`src/rtl/dcache_pkg.sv`:
```
// Shared widths and state encoding for the data cache sequencer.
// Defining DCACHE_CTRL_INVALIDATE_EN adds the whole-cache invalidate walk state.
package dcache_pkg;

    localparam int unsigned LineWidth = 148;
    localparam int unsigned DataWidth = 128;
    localparam int unsigned TagWidth  = 20;
    localparam int unsigned TagMsb    = 147;
    localparam int unsigned TagLsb    = 128;
    localparam int unsigned CtrlWidth = 11;
    localparam int unsigned NumWays   = 4;
    localparam int unsigned WayWidth  = $clog2(NumWays);
    // Set index is address[IdxLsb +: SETS_LOG2]; bits below it address bytes in the line.
    localparam int unsigned IdxLsb    = 4;

    typedef enum logic [2:0] {
        StIdle,
        StLookup,
        StCheck,
        StWriteback,
        StFill,
        StUpdate
`ifdef DCACHE_CTRL_INVALIDATE_EN
        ,
        StInvd
`endif
    } state_e;

endpackage

```
`src/rtl/dcache_merge.sv`:
```
// Byte-enable merge of one 32-bit dword into a 128-bit cache line.
module dcache_merge
    import dcache_pkg::*;
(
    input  logic [DataWidth-1:0] line_i,
    input  logic [31:0]          wrdata_i,
    input  logic [3:0]           byteena_i,
    input  logic [1:0]           dword_sel_i,
    output logic [DataWidth-1:0] line_o
);

    always_comb begin
        line_o = line_i;
        for (int b = 0; b < 4; b++) begin
            if (byteena_i[b]) begin
                line_o[{dword_sel_i, b[1:0], 3'd0} +: 8] = wrdata_i[8*b +: 8];
            end
        end
    end

endmodule

```
`src/rtl/dcache_ctrl.sv`:
```
// Sequencer for a 4-way write-back/write-allocate data cache: lookup, victim writeback,
// line fill and set update. DCACHE_CTRL_INVALIDATE_EN adds invd_do/invd_done.
module dcache_ctrl
    import dcache_pkg::*;
#(
    parameter int unsigned SETS_LOG2 = 8
) (
    input  logic                 clk,
    input  logic                 rst,
    input  logic                 req_read_do,
    input  logic                 req_write_do,
    input  logic [31:0]          req_address,
    input  logic [31:0]          req_wrdata,
    input  logic [3:0]           req_byteena,
    output logic                 req_done,
    output logic [31:0]          req_rddata,
    output logic [SETS_LOG2-1:0] ram_address,
    output logic                 ram_read,
    output logic                 ram_write,
    output logic [WayWidth-1:0]  ram_wr_way,
    output logic [LineWidth-1:0] ram_wr_line,
    output logic [CtrlWidth-1:0] ram_wr_control,
    input  logic [CtrlWidth-1:0] ram_control_q,
    input  logic                 mt_matched,
    input  logic [WayWidth-1:0]  mt_matched_index,
    input  logic [DataWidth-1:0] mt_matched_data_line,
    input  logic [WayWidth-1:0]  mt_plru_index,
    input  logic [LineWidth-1:0] mt_plru_data_line,
    input  logic                 mt_writeback_needed,
    input  logic [CtrlWidth-1:0] mt_control_after_match,
    input  logic [CtrlWidth-1:0] mt_control_after_line_read,
    input  logic [CtrlWidth-1:0] mt_control_after_write_to_existing,
    input  logic [CtrlWidth-1:0] mt_control_after_write_to_new,
    output logic                 mem_wb_do,
    output logic [31:0]          mem_wb_address,
    output logic [DataWidth-1:0] mem_wb_data,
    input  logic                 mem_wb_done,
    output logic                 mem_fill_do,
    output logic [31:0]          mem_fill_address,
    input  logic                 mem_fill_done,
    input  logic [DataWidth-1:0] mem_fill_data
`ifdef DCACHE_CTRL_INVALIDATE_EN
    ,
    input  logic                 invd_do,
    output logic                 invd_done
`endif
);

    state_e                 state_q, state_d;
    logic [31:0]            addr_q, addr_d;
    logic [31:0]            wrdata_q, wrdata_d;
    logic [3:0]             byteena_q, byteena_d;
    logic                   is_write_q, is_write_d;
    logic [WayWidth-1:0]    way_q, way_d;
    logic [LineWidth-1:0]   line_q, line_d;
    logic [CtrlWidth-1:0]   ctrl_q, ctrl_d;
    logic [31:0]            rddata_q, rddata_d;
    logic                   wb_first_q, wb_first_d;
    logic                   ignore_q, ignore_d;
`ifdef DCACHE_CTRL_INVALIDATE_EN
    logic [SETS_LOG2-1:0]   invd_idx_q, invd_idx_d;
    logic                   invd_done_q, invd_done_d;
`endif

    logic [SETS_LOG2-1:0]   idx;
    logic [1:0]             sel;
    logic [TagWidth-1:0]    req_tag;
    logic [DataWidth-1:0]   merge_in, merged_line;
    logic                   unused_bits;

    assign idx         = addr_q[IdxLsb +: SETS_LOG2];
    assign sel         = addr_q[3:2];
    assign req_tag     = addr_q[31:32-TagWidth];
    // The matcher owns the control word; only it needs ram_control_q.
    assign unused_bits = ^{ram_control_q, addr_q[1:0]};
    assign merge_in    = (state_q == StFill) ? mem_fill_data : mt_matched_data_line;

    dcache_merge u_merge (
        .line_i      (merge_in),
        .wrdata_i    (wrdata_q),
        .byteena_i   (byteena_q),
        .dword_sel_i (sel),
        .line_o      (merged_line)
    );

    always_ff @(posedge clk) begin
        if (rst) begin
            state_q     <= StIdle;
            addr_q      <= '0;
            wrdata_q    <= '0;
            byteena_q   <= '0;
            is_write_q  <= 1'b0;
            way_q       <= '0;
            line_q      <= '0;
            ctrl_q      <= '0;
            rddata_q    <= '0;
            wb_first_q  <= 1'b0;
            ignore_q    <= 1'b0;
`ifdef DCACHE_CTRL_INVALIDATE_EN
            invd_idx_q  <= '0;
            invd_done_q <= 1'b0;
`endif
        end else begin
            state_q     <= state_d;
            addr_q      <= addr_d;
            wrdata_q    <= wrdata_d;
            byteena_q   <= byteena_d;
            is_write_q  <= is_write_d;
            way_q       <= way_d;
            line_q      <= line_d;
            ctrl_q      <= ctrl_d;
            rddata_q    <= rddata_d;
            wb_first_q  <= wb_first_d;
            ignore_q    <= ignore_d;
`ifdef DCACHE_CTRL_INVALIDATE_EN
            invd_idx_q  <= invd_idx_d;
            invd_done_q <= invd_done_d;
`endif
        end
    end

    always_comb begin
        state_d          = state_q;
        addr_d           = addr_q;
        wrdata_d         = wrdata_q;
        byteena_d        = byteena_q;
        is_write_d       = is_write_q;
        way_d            = way_q;
        line_d           = line_q;
        ctrl_d           = ctrl_q;
        rddata_d         = rddata_q;
        wb_first_d       = 1'b0;
        ignore_d         = 1'b0;
`ifdef DCACHE_CTRL_INVALIDATE_EN
        invd_idx_d       = invd_idx_q;
        invd_done_d      = 1'b0;
`endif
        req_done         = 1'b0;
        req_rddata       = '0;
        ram_address      = '0;
        ram_read         = 1'b0;
        ram_write        = 1'b0;
        ram_wr_way       = '0;
        ram_wr_line      = '0;
        ram_wr_control   = '0;
        mem_wb_do        = 1'b0;
        mem_wb_address   = '0;
        mem_wb_data      = '0;
        mem_fill_do      = 1'b0;
        mem_fill_address = '0;

        unique case (state_q)
            StIdle: begin
`ifdef DCACHE_CTRL_INVALIDATE_EN
                if (invd_do) begin
                    invd_idx_d = '0;
                    state_d    = StInvd;
                end else
`endif
                // The requester still drives its old request in the cycle after req_done.
                if (!ignore_q && (req_write_do || req_read_do)) begin
                    addr_d     = req_address;
                    wrdata_d   = req_wrdata;
                    byteena_d  = req_byteena;
                    is_write_d = req_write_do;
                    state_d    = StLookup;
                end
            end
            StLookup: begin
                ram_read    = 1'b1;
                ram_address = idx;
                state_d     = StCheck;
            end
            StCheck: begin
                if (mt_matched) begin
                    way_d   = mt_matched_index;
                    state_d = StUpdate;
                    if (is_write_q) begin
                        line_d = {req_tag, merged_line};
                        ctrl_d = mt_control_after_write_to_existing;
                    end else begin
                        line_d   = {req_tag, mt_matched_data_line};
                        rddata_d = mt_matched_data_line[{sel, 5'd0} +: 32];
                        ctrl_d   = mt_control_after_match;
                    end
                end else begin
                    way_d  = mt_plru_index;
                    line_d = mt_plru_data_line;
                    ctrl_d = is_write_q ? mt_control_after_write_to_new
                                        : mt_control_after_line_read;
                    if (mt_writeback_needed) begin
                        wb_first_d = 1'b1;
                        state_d    = StWriteback;
                    end else begin
                        state_d    = StFill;
                    end
                end
            end
            StWriteback: begin
                mem_wb_do      = 1'b1;
                mem_wb_address = {line_q[TagMsb:TagLsb], idx, 4'h0};
                mem_wb_data    = line_q[DataWidth-1:0];
                if (!wb_first_q && mem_wb_done) begin
                    state_d = StFill;
                end
            end
            StFill: begin
                mem_fill_do      = 1'b1;
                mem_fill_address = {addr_q[31:4], 4'h0};
                if (mem_fill_done) begin
                    line_d   = {req_tag, is_write_q ? merged_line : mem_fill_data};
                    rddata_d = mem_fill_data[{sel, 5'd0} +: 32];
                    state_d  = StUpdate;
                end
            end
            StUpdate: begin
                ram_write      = 1'b1;
                ram_address    = idx;
                ram_wr_way     = way_q;
                ram_wr_line    = line_q;
                ram_wr_control = ctrl_q;
                req_done       = 1'b1;
                req_rddata     = rddata_q;
                ignore_d       = 1'b1;
                state_d        = StIdle;
            end
`ifdef DCACHE_CTRL_INVALIDATE_EN
            StInvd: begin
                ram_write   = 1'b1;
                ram_address = invd_idx_q;
                invd_idx_d  = invd_idx_q + 1'b1;
                if (&invd_idx_q) begin
                    invd_done_d = 1'b1;
                    state_d     = StIdle;
                end
            end
`endif
            default: state_d = StIdle;
        endcase
    end

`ifdef DCACHE_CTRL_INVALIDATE_EN
    assign invd_done = invd_done_q;
`endif

endmodule

```
`config.mk`:
```
export PLATFORM = sky130hd
export DESIGN_NAME = dcache_ctrl
export DESIGN_NICKNAME = d
export VERILOG_FILES = /design/src/rtl/dcache_pkg.sv /design/src/rtl/dcache_merge.sv /design/src/rtl/dcache_ctrl.sv
export SDC_FILE = /design/constraint.sdc
export NUM_CORES = 1
export LEC_CHECK = 0
export CAP_MARGIN = 15
export CORE_AREA = 3 3 367 369
export CTS_CLUSTER_DIAMETER = 150
export CTS_CLUSTER_SIZE = 10
export DETAILED_ROUTE_END_ITERATION = 12
export DIE_AREA = 0 0 370 372
export GPL_TIMING_DRIVEN = 0
export PLACE_DENSITY = 0.36
export SLEW_MARGIN = 25
export SYNTH_ARGS = -nofsm -noshare
export SYNTH_HDL_FRONTEND = slang
export SYNTH_HIERARCHICAL = 1
export SYNTH_SLANG_ARGS = --single-unit
```
`constraint.sdc`:
```
create_clock -name clk -period 2.7 [get_ports clk]
set_input_delay 0.27 -clock clk [delete_from_list [all_inputs] [get_ports clk]]
set_output_delay 0.27 -clock clk [all_outputs]
set_load 0.02 [all_outputs]
```
==> results_dict.tcl <==
set metrics [dict create \
    max_freq_mhz 376 \
    worstSetupPathType "reg -> reg" \
    min_path_type "in -> reg" \
    vias 22300 \
    fp.dieW_um 370 \
    async_flop_share_pct 0 \
    clock-skew-final_ns 0.0157 \
    grt_pass1_wl_um 210000 \
    power_mw 14.1 \
    cts_buffer_depth 3 \
    die_h_um 372 \
    cts_inserted_buffers 30 \
    synthFlopType "dfxtp_1" \
    path_max_fanout 10 \
    period_minus_slack_ns 2.66 \
    drcViolationCount 0 \
    cts_tree "built" \
    fillCellCount 14600 \
    reg2reg_slack_ns 0.04 \
    r2r-end "line_q[60]" \
    dpl_cell_area_sq_um 30500 \
    power.density_nw_per_um2 437 \
    start_util_pct 14.5 \
    gp_congestion 0.830 \
    drt_iter0_drc 1330 \
    clk_latency_ns 0.63 \
    hpwlAfterDp_um 135000 \
    final_cell_mix "clkdlybuf4s50_1 (532), and2_1 (347), nand2_1 (343)" \
    synth_warnings 6 \
    synth_cell_types 52 \
    core_sq_um 131000 \
    netlist_area_sq_um 19000 \
    hold_viol 0 \
    num_rows 133 \
    ff2ff_path_depth 9 \
    layout_commonest_cell "clkdlybuf4s50_1" \
    holdPathEnd "addr_q[14]" \
    rsz0062_at_grt "true" \
    io_pins 937 \
    grt_max_degree 16 \
    die_area_sq_um 138000 \
    min_period_over_period_pct 98.5 \
    min_path_cells 3 \
    wl_per_cell_um 31.7 \
    post-route-cell-area_sq_um 32200 \
    syn_area_per_cell_sq_um 8.16 \
    syn2layout_area_growth_pct 69.5 \
    hold_ws_ns 0.181 \
    antenna_found_initial 31 \
    synth_edf_count 0 \
    crit_path_end_kind "flop" \
    required_ns 3.19 \
    p_leak_nw 12.4 \
    routed_wl_um 162000 \
    syn_inst 2330 \
    portBuffers 913 \
    layout-drive-gt1-share_pct 23.1 \
    root_buffer "clkbuf_16" \
    post_drt_via_cell_ratio 4.37 \
    finalMaxSlewViolations 0 \
    grt_pass1_vias 22900 \
    r2r_start "state_q[1]" \
    drt_pass1_iterations 6 \
    outcome "finished clean" \
    seq_area_frac_synth_pct 27.9 \
    hold_buffers 0 \
    setup_viol 0 \
    cap_viol_max_count 0 \
    cts_num_sinks 265 \
    cp.arrival_ns 3.15 \
    finalNetCount 3879 \
    grt-ovfl-total 0 \
    max-slew-margin-rel_pct 36.2 \
    tightest_slew_ns 0.957 \
    antenna_left 0 \
    grtUsageTotal_pct 22.4 \
    htreeDepth 1 \
    ys_ff_latch 265 \
    path_clk_slew_ns 0.07 \
    peakVddDrop_mv 0.353 \
    critPathLaunchType "flop" \
    hold_start "req_address[14]" \
]
-- registers in the layout (all words and copies together), names as in the netlist --
signal,flops
state_q,3
ignore_q,1
addr_q,30
line_q,148
wb_first_q,1
byteena_q,4
rddata_q,32
is_write_q,1
way_q,2
ctrl_q,11
wrdata_q,32
-- worst max-delay path by stage --
stage                from              endpoint  slack [ns]  depth (start not counted)
2_1_floorplan  state_q[1]          rddata_q[31]        0.50                          7
3_3_place_gp   state_q[0]      ram_wr_line[105]       -2.69                          7
3_5_place_dp   state_q[1]  mem_fill_address[10]       -1.79                          7
4_1_cts        state_q[2]       mem_wb_data[61]       -0.08                          9
5_1_grt        state_q[1]   mem_fill_address[7]       -0.04                          8
6_report       state_q[1]            line_q[60]        0.04                          9
-- cell usage after synthesis, types with 2 or more instances --
cell       instances  area (sq um)
nand2b_1         131           820
o2bb2ai_1         12           105
nor4bb_1           2          20.0
nor2_1           155           582
buf_4             25           188
and2_1           385          2410
nand4_1            3          18.8
nor3_1             3          15.0
nand4b_1          10          87.6
o211ai_1         129           968
o2bb2ai_2          8           120
clkbuf_1         149           559
and4b_1            7          70.1
a22o_1            93           815
a21oi_1           80           400
nand3_1           10          50.1
o21bai_1          33           248
buf_1              9          33.8
a311oi_1         148          1300
inv_1              4          15.0
a31oi_1            2          12.5
nor4_1             3          18.8
mux2i_1            3          30.0
mux4_2            43           968
buf_2             64           320
nand2_1          344          1290
or3b_1             3          26.3
mux2_2           120          1350
a32o_1            15           150
a211oi_1           2          15.0
mux2_1             8          90.1
dfxtp_1          265          5310
ha_1               5          62.6
and4_1             3          26.3
buf_6              6          67.6
o21ba_1           32           320
-- critical path: stages, from the launching register on --
cell	delay [ns]
dfxtp_1	0.30
buf_6	0.14
nor3b_4	0.26
buf_6	0.22
buf_8	0.26
mux2_2	0.49
a22o_1	0.23
nand2b_1	0.13
o211ai_1	0.28
a311oi_1	0.17
-- cell families (layout without fill, tap and decap cells) --
family,Yosys count,count (layout),synth area share (%)
simple gates,1072,1072,29.2
fa+ha+maj,5,5,0.329
mux,174,174,12.8
buf+inv,258,1256,6.24
compound gates,555,555,23.4
flops,265,265,27.9
other cells,1,22,0.0197
-- cell type report --
cell class              count  area, sq um  share of cell area [%]
multi-input cells        1814        12800                    39.8
plain buffers             244         1840                    5.71
clock buffers              30          751                    2.33
clock inverters             2         23.8                  0.0737
diodes                     14         35.0                   0.109
repair buffers            975         9200                    28.5
well taps                1755         2200                    6.81
inverters                   5         32.5                   0.101
flip-flops and latches    265         5320                    16.5
-- per-layer routing --
layer / part of all wire [%] / wire length, um / global-route usage (%) / vias up
met1: 43 / 69800 / 28.4 / 11000
met3: 5.3 / 8580 / 3.68 / 118
met2: 49 / 80100 / 40.0 / 859
met5: 0.037 / 60 / 0 / -
met4: 2.0 / 3310 / 3.94 / 10
li1: - / - / - / 10300
-- what timing repair did --
action	in CTS	in global routing
setup endpoints to repair	571	244
resized for setup	1461	161
endpoints found under the hold margin	0	0
buffers inserted	37	12
gates cloned	6	1
pin swaps	20	18
-- stage by stage --
step	setup WS, ns	instances	util (%)	setup TNS (ns)
floorplan	0.496	2337	-	0
global placement	-2.69	5005	23.1	-917.86
detailed placement	-1.79	5013	23.2	-464.24
CTS	-0.0848	5082	24.4	-3.85
global route	-0.0425	5093	24.5	-0.491
finish	0.0405	5104	24.5	0
-- power by group --
part	switching [mW]	total (mW)	internal [mW]
combinational	2.98	5.26	2.28
sequential	0.566	4.93	4.36
clock	1.95	3.90	1.95
total	5.50	14.1	8.59
Note: power is estimated with default switching activity, not from simulation.
